<file path="src/rtl/piso_pkg.sv">
// Shared definitions for the piso word serializer: parameter defaults,
// the serializer state type and a ceiling-log2 helper for counter sizing.
package piso_pkg;

  localparam int DATA_WID_DEF   = 8;
  localparam int MEMORY_WID_DEF = 5;

  typedef enum logic {
    IDLE  = 1'b0,
    SHIFT = 1'b1
  } piso_state_e;

  function automatic int clog2(input int n);
    int r;
    int v;
    r = 0;
    for (v = n - 1; v > 0; v = v >> 1) begin
      r = r + 1;
    end
    return r;
  endfunction

endpackage

</file>
<file path="src/rtl/piso.sv">
// Parallel-in/serial-out serializer: captures a block of MEMORY_WID words in
// one handshake and emits them word 0 first under valid/ready flow control.
module piso
  import piso_pkg::*;
#(
  parameter int DATA_WID   = DATA_WID_DEF,
  parameter int MEMORY_WID = MEMORY_WID_DEF
) (
  input  logic                           clk,
  input  logic                           rst,
  input  logic                           load_valid,
  output logic                           load_ready,
  input  logic [DATA_WID*MEMORY_WID-1:0] load_data,
  output logic                           out_valid,
  input  logic                           out_ready,
  output logic [DATA_WID-1:0]            out_data,
  output logic                           out_last
);

  localparam int CNT_W = clog2(MEMORY_WID + 1);

  piso_state_e         state_q, state_d;
  logic [CNT_W-1:0]    cnt_q, cnt_d;
  logic [DATA_WID-1:0] mem_q [MEMORY_WID];
  logic [DATA_WID-1:0] mem_d [MEMORY_WID];
  logic                loadFire;
  logic                shiftFire;

  assign out_valid  = (state_q == SHIFT);
  assign out_data   = mem_q[0];
  assign out_last   = out_valid && (cnt_q == CNT_W'(1));
  // Ready on the last word lets the next block slide in with no bubble.
  assign load_ready = ~rst & (~out_valid | (out_ready & out_last));
  assign loadFire   = load_valid & load_ready;
  assign shiftFire  = out_valid & out_ready;

  always_comb begin
    state_d = state_q;
    cnt_d   = cnt_q;
    for (int k = 0; k < MEMORY_WID; k++) begin
      mem_d[k] = mem_q[k];
    end

    if (loadFire) begin
      for (int k = 0; k < MEMORY_WID; k++) begin
        mem_d[k] = load_data[k*DATA_WID +: DATA_WID];
      end
      cnt_d   = CNT_W'(MEMORY_WID);
      state_d = SHIFT;
    end else if (shiftFire) begin
      for (int k = 0; k < MEMORY_WID - 1; k++) begin
        mem_d[k] = mem_q[k+1];
      end
      mem_d[MEMORY_WID-1] = '0;
      cnt_d   = cnt_q - CNT_W'(1);
      state_d = (cnt_q == CNT_W'(1)) ? IDLE : SHIFT;
    end
  end

  always_ff @(posedge clk) begin
    if (rst) begin
      state_q <= IDLE;
      cnt_q   <= '0;
      for (int k = 0; k < MEMORY_WID; k++) begin
        mem_q[k] <= '0;
      end
    end else begin
      state_q <= state_d;
      cnt_q   <= cnt_d;
      for (int k = 0; k < MEMORY_WID; k++) begin
        mem_q[k] <= mem_d[k];
      end
    end
  end

endmodule
</file>
<file path="config.mk">
export PLATFORM = sky130hd
export DESIGN_NAME = piso
export DESIGN_NICKNAME = d
export VERILOG_FILES = /design/src/rtl/piso_pkg.sv /design/src/rtl/piso.sv
export SDC_FILE = /design/constraint.sdc
export NUM_CORES = 1
export LEC_CHECK = 0
export BUFFER_PORTS_ARGS = -buffer_cell sky130_fd_sc_hd__buf_2
export CAP_MARGIN = 30
export CELL_PAD_IN_SITES_DETAIL_PLACEMENT = 2
export CELL_PAD_IN_SITES_GLOBAL_PLACEMENT = 2
export CORE_MARGIN = 2
export CORE_UTILIZATION = 27
export DETAILED_ROUTE_END_ITERATION = 8
export GPL_ROUTABILITY_DRIVEN = 0
export PLACE_DENSITY_LB_ADDON = 0.1
export SLEW_MARGIN = 20
export SYNTH_ARGS = -nofsm -noshare
export SYNTH_HDL_FRONTEND = slang
export SYNTH_SLANG_ARGS = --single-unit
</file>
<file path="constraint.sdc">
create_clock -name clk -period 1.4 [get_ports clk]
set_input_delay 0.21 -clock clk [delete_from_list [all_inputs] [get_ports clk]]
set_output_delay 0.21 -clock clk [all_outputs]
set_load 0.02 [all_outputs]
</file>
==> metrics.md, run 1 <==
| Metric | Value |
|---|---|
| IO Pins | `55` |
| Vias in the first global route | `approximately 2300` |
| Fillers | `just under 1000` |
| Hold Startpoint | `load_data[34]` |
| Clock transition at path regs | `0.08 ns` |
| RSZ-0062 raised after global routing | `yes` |
| CTS tree | `yes` |
| Clock Latency Late Sink | `roughly 0.30 ns` |
| H-tree levels | `2` |
| Most frequent cells in the layout | `66 x nand2_1, 52 x buf_2, 41 x dfxtp_1` |
| Slew HR | `between 70% and 80%` |
| Critical-path cell list | `inv_2, ha_4, nand3b_1, a21oi_2, buf_6` |
| Number of DRC markers in iteration 0 | `62` |
| Clock Sinks | `44` |
| Mapped cell area | `0.00227 mm2` |
| Cts bufs inserted | `5` |
| Leak pwr | `0.00108 uW` |
| Std-Cell Rows | `33` |
| Die footprint | `0.00917 mm2` |
| CTS root buffer | `clkbuf_8` |
| Vias per cell | `roughly 5.0` |
| Maximum vdd drop | `0.393 mV` |
| Hold Fails Final Rpt | `0` |
| Hpwl dp | `4890 um` |
| Slew Viols, Final | `0` |
| Largest net degree at the start of global routing | `36` |
| N_diodes | `0` |
| DRC viols | `0` |
| Commonest non-fill, non-tap cell in the layout | `nand2_1` |
| Overflow after GRT | `0` |
| Final WS setup | `-0.0520 ns` |
| Failing checks | `setup timing` |
| Net Count, Synth | `334` |
| Routed via count | `2185` |
| Startpoint Class | `register` |
| Fraction of layout cells with a size suffix above 1 | `between 20% and 30%` |
| Critical Path Start | `cnt_q[1]` |
| Initial core utilization | `27.8%` |
| Yosys top cell by area | `dfxtp_1` |
| Antenna Nets Post-Route | `0` |
| Worst Hold Class | `in -> reg` |
| Initial antenna violation count | `0` |
| Clock Tree Buf Depth | `2` |
| Die height | `between 90 and 100 um` |
| WL/cell | `about 17 um` |
| Synth area leaders | `dfxtp_1 39%, a311oi_1 12%, nand2_1 11%` |
| Worst path max stage delay | `0.33 ns` |
| Pre-CTS WS | `-0.0791 ns` |
| Die W | `between 90 and 100 um` |
| Worst-Margin Slew | `0.377 ns` |
| Area post-placement | `between 0.002 and 0.003 mm2` |
| Sequential fraction of the synthesis area | `38.8%` |
| Hold Slack | `about 0.2 ns` |
| Core area | `about 0.0082 mm2` |
| Clk_skew | `0.00534 ns` |
| Worst-path fanout max | `3` |
| Req. time, crit path | `between 1 and 1.5 ns` |
| Share of the synthesized area in the top cell type | `38.8%` |
| Yosys warns | `0` |
| Tot Pwr | `about 2900 uW` |
| Final setup TNS | `-0.264 ns` |
| Syn Area/Cell | `7.89 um2` |
| Post-synthesis cell count | `between 200 and 300` |
| Area grow syn2layout | `25.7%` |
| Pwr/cell area | `1020 mW/mm2` |
| IO buf count | `54` |
| NumNets Final | `378` |
| CP endpoint kind | `output port` |
| Critical Path AT | `1.24 ns` |
| Cell variety after synth | `25` |
| Setup-failing EPs final | `15` |
| Outcome | `finished with violations` |
| Worst r2r src | `cnt_q[1]` |
| First-pass GRT wire length | `approximately 12000 um` |
| Max_cap viols | `0` |
| Hold Path Cell Cnt | `3` |
| Slowest stage cell, crit path | `dfxtp_2` |
| Synth Register Bits | `44` |
| Final clock period utilization by the worst path | `104%` |
| Max frequency | `0.689 GHz` |
| Pre-antenna DRT Iters | `4` |
| Final Critical Period | `1.45 ns` |
| Final Cell Area | `0.00286 mm2` |
| Setup Crit Path Kind | `reg -> out` |
| Drt total wl | `7470 um` |
| GRT Util Overall | `16.7%` |
| FF-to-FF path depth | `8` |
[what timing repair did]
action / 4_1_cts / 5_1_grt
gates cloned: 0 / 2
setup buffers: 1 / 1
setup endpoints to repair: 35 / 35
pin swaps: 5 / 32
hold buffers: 0 / 0
gates resized for setup: 10 / 11
[registers in the layout, indices dropped and copies added (netlist names)]
register,cells
mem_q,40
cnt_q,3
out_valid,1
[cell families after synthesis]
kind of cell / share of synthesized area (%)
fa+ha+maj: 1.10
compound gates: 25.9
buf+inv: 9.91
xor+xnor: 0.771
flops: 38.8
simple gates: 23.6
[synthesized netlist by cell type]
| cell type | number |
|---|---|
| o21ai_4 | 1 |
| a21oi_1 | 44 |
| nor3b_1 | 1 |
| a311oi_1 | 32 |
| and2_1 | 1 |
| xnor2_1 | 1 |
| ha_1 | 2 |
| clkbuf_1 | 8 |
| o2111a_1 | 1 |
| buf_1 | 2 |
| dfxtp_1 | 44 |
| nand3b_1 | 1 |
| o211ai_1 | 8 |
| buf_2 | 15 |
| nand2_1 | 66 |
| buf_6 | 2 |
| or3b_2 | 1 |
| inv_1 | 3 |
| nand3_1 | 9 |
| nor2_1 | 1 |
| xor2_1 | 1 |
| and3b_1 | 1 |
| buf_4 | 10 |
| inv_2 | 1 |
| nand2b_1 | 32 |
[final cells by class]
cell class	instances	area, um2	share of cell area [%]
timing repair buffer	74	515	18.1
clock inverter	1	7.51	0.263
sequential	44	887	31.1
tap	105	131	4.60
clock buffer	7	86.3	3.02
inverter	4	17.5	0.613
multi-input combinational	203	1210	42.4
[where the power goes]
part	switching, uW	internal (uW)	total, uW
Combinational	350	276	626
Clock	457	402	859
Sequential	65.7	1360	1430
[routing by layer]
metal | vias up | global-route usage, % | share of wire [%]
li1 | 1088 | - | -
met1 | 1058 | 20.5 | 46
met2 | 37 | 30.2 | 50
met3 | 2 | 2.82 | 3.1
met4 | 0 | 3.93 | 0.40
met5 | - | 0 | 0
[worst paths after layout]
| kind | endpoint | slack, ns |
|---|---|---|
| max | load_ready | -0.05 |
| min | mem_q[0][34] | 0.20 |
| max reg2reg | mem_q[0][17] | -0.04 |
| min reg2reg | mem_q[0][36] | 0.47 |
[stage by stage]
stage	cells	utilization, %
2_1_floorplan	288	-
3_3_place_gp	426	32.3
3_5_place_dp	426	32.3
4_1_cts	435	33.9
5_1_grt	438	34.9
6_report	438	34.9
[critical path: cells and delay by family (launching register included)]
kind	cells	cell delay [ns]
fa+ha+maj	1	0.13
compound gates	1	0.17
buf+inv	2	0.21
simple gates	1	0.11
flops	1	0.33
No activity file was read; power rests on OpenSTA's default activity.
==> run 2, diff against run 1 <==
--- a/config.mk
+++ b/config.mk
@@ -10,7 +10,7 @@
 export CELL_PAD_IN_SITES_DETAIL_PLACEMENT = 2
 export CELL_PAD_IN_SITES_GLOBAL_PLACEMENT = 2
 export CORE_MARGIN = 2
-export CORE_UTILIZATION = 27
+export CORE_UTILIZATION = 32
 export DETAILED_ROUTE_END_ITERATION = 8
 export GPL_ROUTABILITY_DRIVEN = 0
 export PLACE_DENSITY_LB_ADDON = 0.1
==> constraint.sdc (replaced) <==
create_clock -name clk -period 1.7 [get_ports clk]
set_input_delay 0.255 -clock clk [delete_from_list [all_inputs] [get_ports clk]]
set_output_delay 0.255 -clock clk [all_outputs]
set_load 0.02 [all_outputs]
==> run 2 against run 1 <==
Net effect: the run now ends clean; wire length fell by 7.6%; final area down 5.8%; setup slack better by 0.20 ns; total power decreased by 20%; cell count shrank 3.4%; clock-buffer cell count is 1 lower; sequential power decreased by 18%.
==> metrics.md, run 2 (synthesis results as in run 1) <==
| Metric | Value |
|---|---|
| Dpl cells | `414 (-2.8%)` |
| First-pass GRT wire length | `11200 um (-5.2%)` |
| IO Pins | `55 (unchanged)` |
| CTS root buffer | `clkbuf_8` |
| Hold Fails Final Rpt | `0 (unchanged)` |
| Critical-path cell list | `inv_1, ha_1, nand3b_1, a21oi_1, buf_2` |
| Final Critical Period | `1.55 ns` |
| IO buf count | `54 (unchanged)` |
| CTS tree | `yes` |
| Std-Cell Rows | `30 (-9.1%)` |
| H-tree levels | `2 (unchanged)` |
| Leak pwr | `0.00104 uW (-3.5%)` |
| NumNets Final | `372 (-1.6%)` |
| Clock Tree Buf Depth | `2 (unchanged)` |
| Cts bufs inserted | `5 (unchanged)` |
| Max FFs per register | `40 (unchanged)` |
| Reg area | `882 um2 (-0.56%)` |
| Outcome | `finished clean` |
| Final cell count without fillers | `423 (-3.4%)` |
| Max_cap viols | `0 (unchanged)` |
| Worst-Margin Slew | `0.462 ns (+0.0845 ns)` |
| Slowest stage cell, crit path | `dfxtp_1` |
| Final Cell Area | `0.00269 mm2 (-5.8%)` |
| Hold Startpoint | `rst` |
| Hold Path Cell Cnt | `2 (-1)` |
| Hold worst-path end | `cnt_q[0]` |
| DRC viols | `0 (unchanged)` |
| Clk_skew | `0.00601 ns (+0.000668 ns)` |
| Initial core utilization | `33.3% (+5.5 points)` |
| N_diodes | `0 (unchanged)` |
| Clock Sinks | `44 (unchanged)` |
| Antenna Nets Post-Route | `0 (unchanged)` |
| WL/cell | `16.3 um (-4.4%)` |
| CP Buf/Inv Count | `2 (unchanged)` |
| Commonest non-fill, non-tap cell in the layout | `nand2_1` |
| Worst r2r src | `cnt_q[1]` |
| Setup Crit Path Kind | `reg -> out` |
| Most frequent cells in the layout | `66 x nand2_1, 54 x buf_2, 44 x a21oi_1` |
| Delay-heaviest family, CP | `flip-flops` |
| Area grow syn2layout | `18.3%` |
| Startpoint Class | `register` |
| Slew HR | `69.2% (-5.6 points)` |
| CP endpoint kind | `output port` |
| Pwr/cell area | `867 mW/mm2 (-15%)` |
| GRT Util Overall | `18.3% (+1.7 points)` |
| Die footprint | `0.00779 mm2 (-15%)` |
| Fraction of layout cells with a size suffix above 1 | `24.5% (-4.7 points)` |
| Clock transition at path regs | `0.08 ns (about the same)` |
| Area post-placement | `0.00259 mm2 (-2.1%)` |
| Final setup TNS | `0 ns (+0.264 ns)` |
| Setup-failing EPs final | `0 (-15)` |
| Largest net degree at the start of global routing | `42 (+17%)` |
| Worst path max stage delay | `0.32 ns (about the same)` |
| Die height | `88.3 um (-7.8%)` |
| Routed via count | `2180 (-0.23%)` |
| Final clock period utilization by the worst path | `approximately nine tenths` |
| Worst R2R End | `mem_q[0][18]` |
| Worst Hold Class | `in -> reg` |
| Worst-path fanout max | `3 (unchanged)` |
| Pre-antenna DRT Iters | `4 (unchanged)` |
| Overflow after GRT | `0 (unchanged)` |
| Area occupied by multi-input gates | `0.00117 mm2 (-3.6%)` |
| Number of DRC markers in iteration 0 | `74 (+19%)` |
| Hold Slack | `0.193 ns (-0.00356 ns)` |
| Die W | `88.3 um (-7.8%)` |
| Req. time, crit path | `1.44 ns (+0.25 ns)` |
| Initial antenna violation count | `0 (unchanged)` |
| Hpwl dp | `4790 um (-2.0%)` |
| Maximum vdd drop | `0.369 mV (-6.1%)` |
| FF-to-FF path depth | `7 (-1)` |
| Clock Latency Late Sink | `0.29 ns (about the same)` |
| Most flop-heavy register | `mem_q` |
| Drt total wl | `6900 um (-7.6%)` |
| Tot Pwr | `2330 uW (-20%)` |
| Critical Path AT | `1.30 ns (+0.06 ns)` |
| Core area | `0.00683 mm2 (-16%)` |
| Vias in the first global route | `2222 (-5.0%)` |
| Max frequency | `0.644 GHz` |
| Slew Viols, Final | `0 (unchanged)` |
| Vias per cell | `5.15 (+3.3%)` |
| RSZ-0062 raised after global routing | `no` |
| R2r setup slk | `0.17 ns (+0.21 ns)` |
| Fillers | `829 (-16%)` |
==> run 2: changes by cell type in the layout (fill, tap and decap cells not counted), sizes merged <==
cell	delta
clkbuf	-2
buf	-5
clkinv	+2
clkinvlp	-1
==> run 2: worst max path at each step <==
stage          startpoint          end  depth (start not counted)
2_1_floorplan   out_valid     out_last                          3
3_3_place_gp     cnt_q[1]  mem_q[0][6]                          6
3_5_place_dp     cnt_q[1]  mem_q[0][0]                          6
4_1_cts          cnt_q[0]   load_ready                          4
5_1_grt         out_valid     out_last                          3
6_report         cnt_q[1]   load_ready                          5
==> run 2: through the flow <==
stage	utilization [%]	worst slack, ns
after detailed placement	37.9	0.202
after floorplan	-	0.141
after CTS	39.2	0.0455
final	39.4	0.146
after global routing	39.4	0.0139
after global placement	37.9	0.327
==> run 2: final cells by class <==
type	count	area share [%]
clock buffer	6	3.07
clock inverter	2	0.372
inverter	4	0.558
multi-input combinational	203	43.4
sequential	44	32.8
tap	96	4.47
timing repair buffer	68	15.4
==> run 2: where the power goes <==
part	internal [uW]	switching, uW
registers	1120	52.2
clock network	325	367
logic	194	273
==> run 2: metal layers <==
metal / track usage [%] / vias up / part of all wire, % / wire [um]
met5: 0 / - / 0 / 0
met1: 23.5 / 1069 / 46 / 3160
met2: 32.1 / 32 / 51 / 3500
li1: - / 1075 / - / -
met3: 3.08 / 4 / 2.8 / 190
met4: 4.55 / 0 / 0.75 / 52
==> run 2: what timing repair did <==
action / in CTS / in global routing
hold buffers: 0 / 0
buffers inserted: 0 / 1
endpoints found under the setup margin: 0 / 1
gates resized for setup: 0 / 1
==> run 3, diff against run 2 <==
--- a/config.mk
+++ b/config.mk
@@ -9,6 +9,7 @@
 export CAP_MARGIN = 30
 export CELL_PAD_IN_SITES_DETAIL_PLACEMENT = 2
 export CELL_PAD_IN_SITES_GLOBAL_PLACEMENT = 2
+export CORE_ASPECT_RATIO = 1.2
 export CORE_MARGIN = 2
 export CORE_UTILIZATION = 32
 export DETAILED_ROUTE_END_ITERATION = 8
==> run 3 against run 2 <==
Net effect: total power is 4.9% higher; worst hold slack improved by 0.041 ns; fmax is 2.5% lower; wire length up 1.3%; combinational power about the same; highest routed layer unchanged; utilization shrank 0.056 points.
==> metrics.md, run 3 (synthesis results as in run 1) <==
| Metric | Value |
|---|---|
| Pre-antenna DRT Iters | `4 (unchanged)` |
| Setup-failing EPs final | `0 (unchanged)` |
| Initial core utilization | `33.2% (-0.11 points)` |
| GRT Util Overall | `19.3% (+0.90 points)` |
| Worst-path fanout max | `3 (unchanged)` |
| Most flop-heavy register | `mem_q` |
| Hold buffers post-CTS | `0 (unchanged)` |
| Initial antenna violation count | `0 (unchanged)` |
| NumNets Final | `372 (unchanged)` |
| CP endpoint kind | `output port` |
| Leak pwr | `0.00105 uW (+0.17%)` |
| Startpoint Class | `register` |
| Critical-path cell list | `inv_1, ha_1, nand3b_1, a21oi_1, buf_2` |
| Vias per cell | `5.32 (+3.2%)` |
| Core area | `0.00685 mm2 (+0.33%)` |
| Max frequency | `0.627 GHz (-2.5%)` |
| Max FFs per register | `40 (unchanged)` |
| Tot Pwr | `2450 uW (+4.9%)` |
| Worst path max stage delay | `0.33 ns (about the same)` |
| Number of DRC markers in iteration 0 | `76 (+2.7%)` |
| Final clock period utilization by the worst path | `93.8% (+2.4 points)` |
| Final cell count without fillers | `414 (-2.1%)` |
| CP Buf/Inv Count | `2 (unchanged)` |
| Area post-placement | `0.00258 mm2 (-0.44%)` |
| Worst Hold Class | `in -> reg` |
| Overflow after GRT | `0 (unchanged)` |
| Dpl cells | `405 (-2.2%)` |
| CTS root buffer | `clkbuf_8` |
| Maximum vdd drop | `0.330 mV (-11%)` |
| Commonest non-fill, non-tap cell in the layout | `nand2_1` |
| Met3 usage | `3.38% (+0.30 points)` |
| Max_cap viols | `0 (unchanged)` |
| Area grow syn2layout | `18.6%` |
| Clock transition at path regs | `0.09 ns (about the same)` |
| Pwr/cell area | `908 mW/mm2 (+4.7%)` |
| First-pass GRT wire length | `11400 um (+1.9%)` |
| Final Cell Area | `0.00269 mm2 (+0.19%)` |
| Top Usage Layer GRT | `met2` |
| Largest net degree at the start of global routing | `45 (+7.1%)` |
| Die W | `80.9 um (-8.3%)` |
| Delay-heaviest family, CP | `flip-flops` |
| Fraction of layout cells with a size suffix above 1 | `24.5% (unchanged)` |
| Psw | `694 uW (+0.27%)` |
| Setup Crit Path Kind | `reg -> out` |
| Antenna Nets Post-Route | `0 (unchanged)` |
| Req. time, crit path | `1.44 ns (about the same)` |
| Int Power | `1750 uW (+6.9%)` |
| Clock Tree Buf Depth | `2 (unchanged)` |
| RSZ-0062 raised after global routing | `no` |
| Slew Viols, Final | `0 (unchanged)` |
| Comb power frac | `19.0% (-1.0 points)` |
| Final setup TNS | `0 ns (unchanged)` |
| IO buf count | `54 (unchanged)` |
| Outcome | `finished clean` |
| Hpwl dp | `4890 um (+2.1%)` |
| IO Pins | `55 (unchanged)` |
| WL/cell | `16.9 um (+3.5%)` |
| Met2 Use GR | `36.8% (+4.7 points)` |
| Clock Sinks | `44 (unchanged)` |
| Worst-Margin Slew | `0.492 ns (+0.0305 ns)` |
| Vias in the first global route | `2273 (+2.3%)` |
| H-tree levels | `2 (unchanged)` |
| Critical Path AT | `1.34 ns (+0.04 ns)` |
| CTS tree | `yes` |
| Cts bufs inserted | `5 (unchanged)` |
| Slew HR | `67.2% (-2.0 points)` |
| N_diodes | `0 (unchanged)` |
| Routed via count | `2201 (+0.96%)` |
| Met1 Resource Use GR | `22.1% (-1.4 points)` |
| Die footprint | `0.00779 mm2 (about the same)` |
| Slowest stage cell, crit path | `dfxtp_1` |
| Switching share of total power | `28.4% (-1.3 points)` |
| Clk_skew | `0.00440 ns (-0.00161 ns)` |
| Std-Cell Rows | `33 (+10%)` |
| Clock Latency Late Sink | `0.30 ns (about the same)` |
| Hold Fails Final Rpt | `0 (unchanged)` |
| DRC viols | `0 (unchanged)` |
| Die height | `96.3 um (+9.1%)` |
| Final Critical Period | `1.59 ns (+0.0406 ns)` |
| Clock share of power | `32.9% (+3.2 points)` |
| Most frequent cells in the layout | `66 x nand2_1, 54 x buf_2, 44 x a21oi_1` |
| Drt total wl | `6990 um (+1.3%)` |
| Power share of the sequential group | `48.0% (-2.3 points)` |
[run 3: changes by cell type in the layout (fill, tap and decap cells not counted)]
cell	change
clkinv_2	-1
clkbuf_1	+1
dfxtp_2	+1
bufinv_16	+1
dfxtp_1	-1
clkbuf_8	-1
[run 3: power by group through the flow]
stage | clock, uW | sequential, uW | combinational (uW)
6_report | 805 | 1170 | 465
5_1_grt | 876 | 1190 | 524
4_1_cts | 817 | 1180 | 473
3_5_place_dp | 0 | 1200 | 471
3_3_place_gp | 0 | 1190 | 453
2_1_floorplan | 0 | 1180 | 330
[run 3: cell type report]
class,count,area [um2]
fill,857,4160
multi-input combinational,203,1170
clock buffer,6,72.6
timing repair buffer,68,413
tap,87,109
clock inverter,2,35.0
inverter,4,15.0
sequential,44,883
[run 3: per-layer routing]
layer,share of wire (%),vias up
met4,0.84,0
met3,2.5,5
met2,55,32
met1,42,1084
li1,-,1080
met5,0,-
[run 3: metrics by stage]
stage,utilization (%),worst slack (ns),hold WS (ns)
2_1_floorplan,-,0.141,0.438
3_3_place_gp,37.6,0.334,0.456
3_5_place_dp,37.6,0.207,0.466
4_1_cts,39.2,0.0140,0.234
5_1_grt,39.3,0.0284,0.238
6_report,39.3,0.106,0.235
[run 3: worst register-to-register path, stage by stage, from the launching register on]
cell      delay, ns
dfxtp_1        0.35
inv_1          0.07
ha_1           0.21
nand3b_1       0.11
buf_4          0.13
buf_12         0.17
a21oi_1        0.12
a311oi_1       0.30
[run 3: worst paths after layout]
path	startpoint	end	slack, ns	cells past startpoint
worst max-delay path	cnt_q[1]	load_ready	0.11	5
worst min-delay path	load_data[35]	mem_q[0][35]	0.23	3
worst max register to register	cnt_q[1]	mem_q[0][25]	0.13	7
worst min register to register	mem_q[0][36]	mem_q[0][36]	0.47	2
[run 3: what timing repair did]
item / CTS / global route
setup buffers: 0 / 1
endpoints found under the setup margin: 0 / 2
resized for setup: 0 / 2
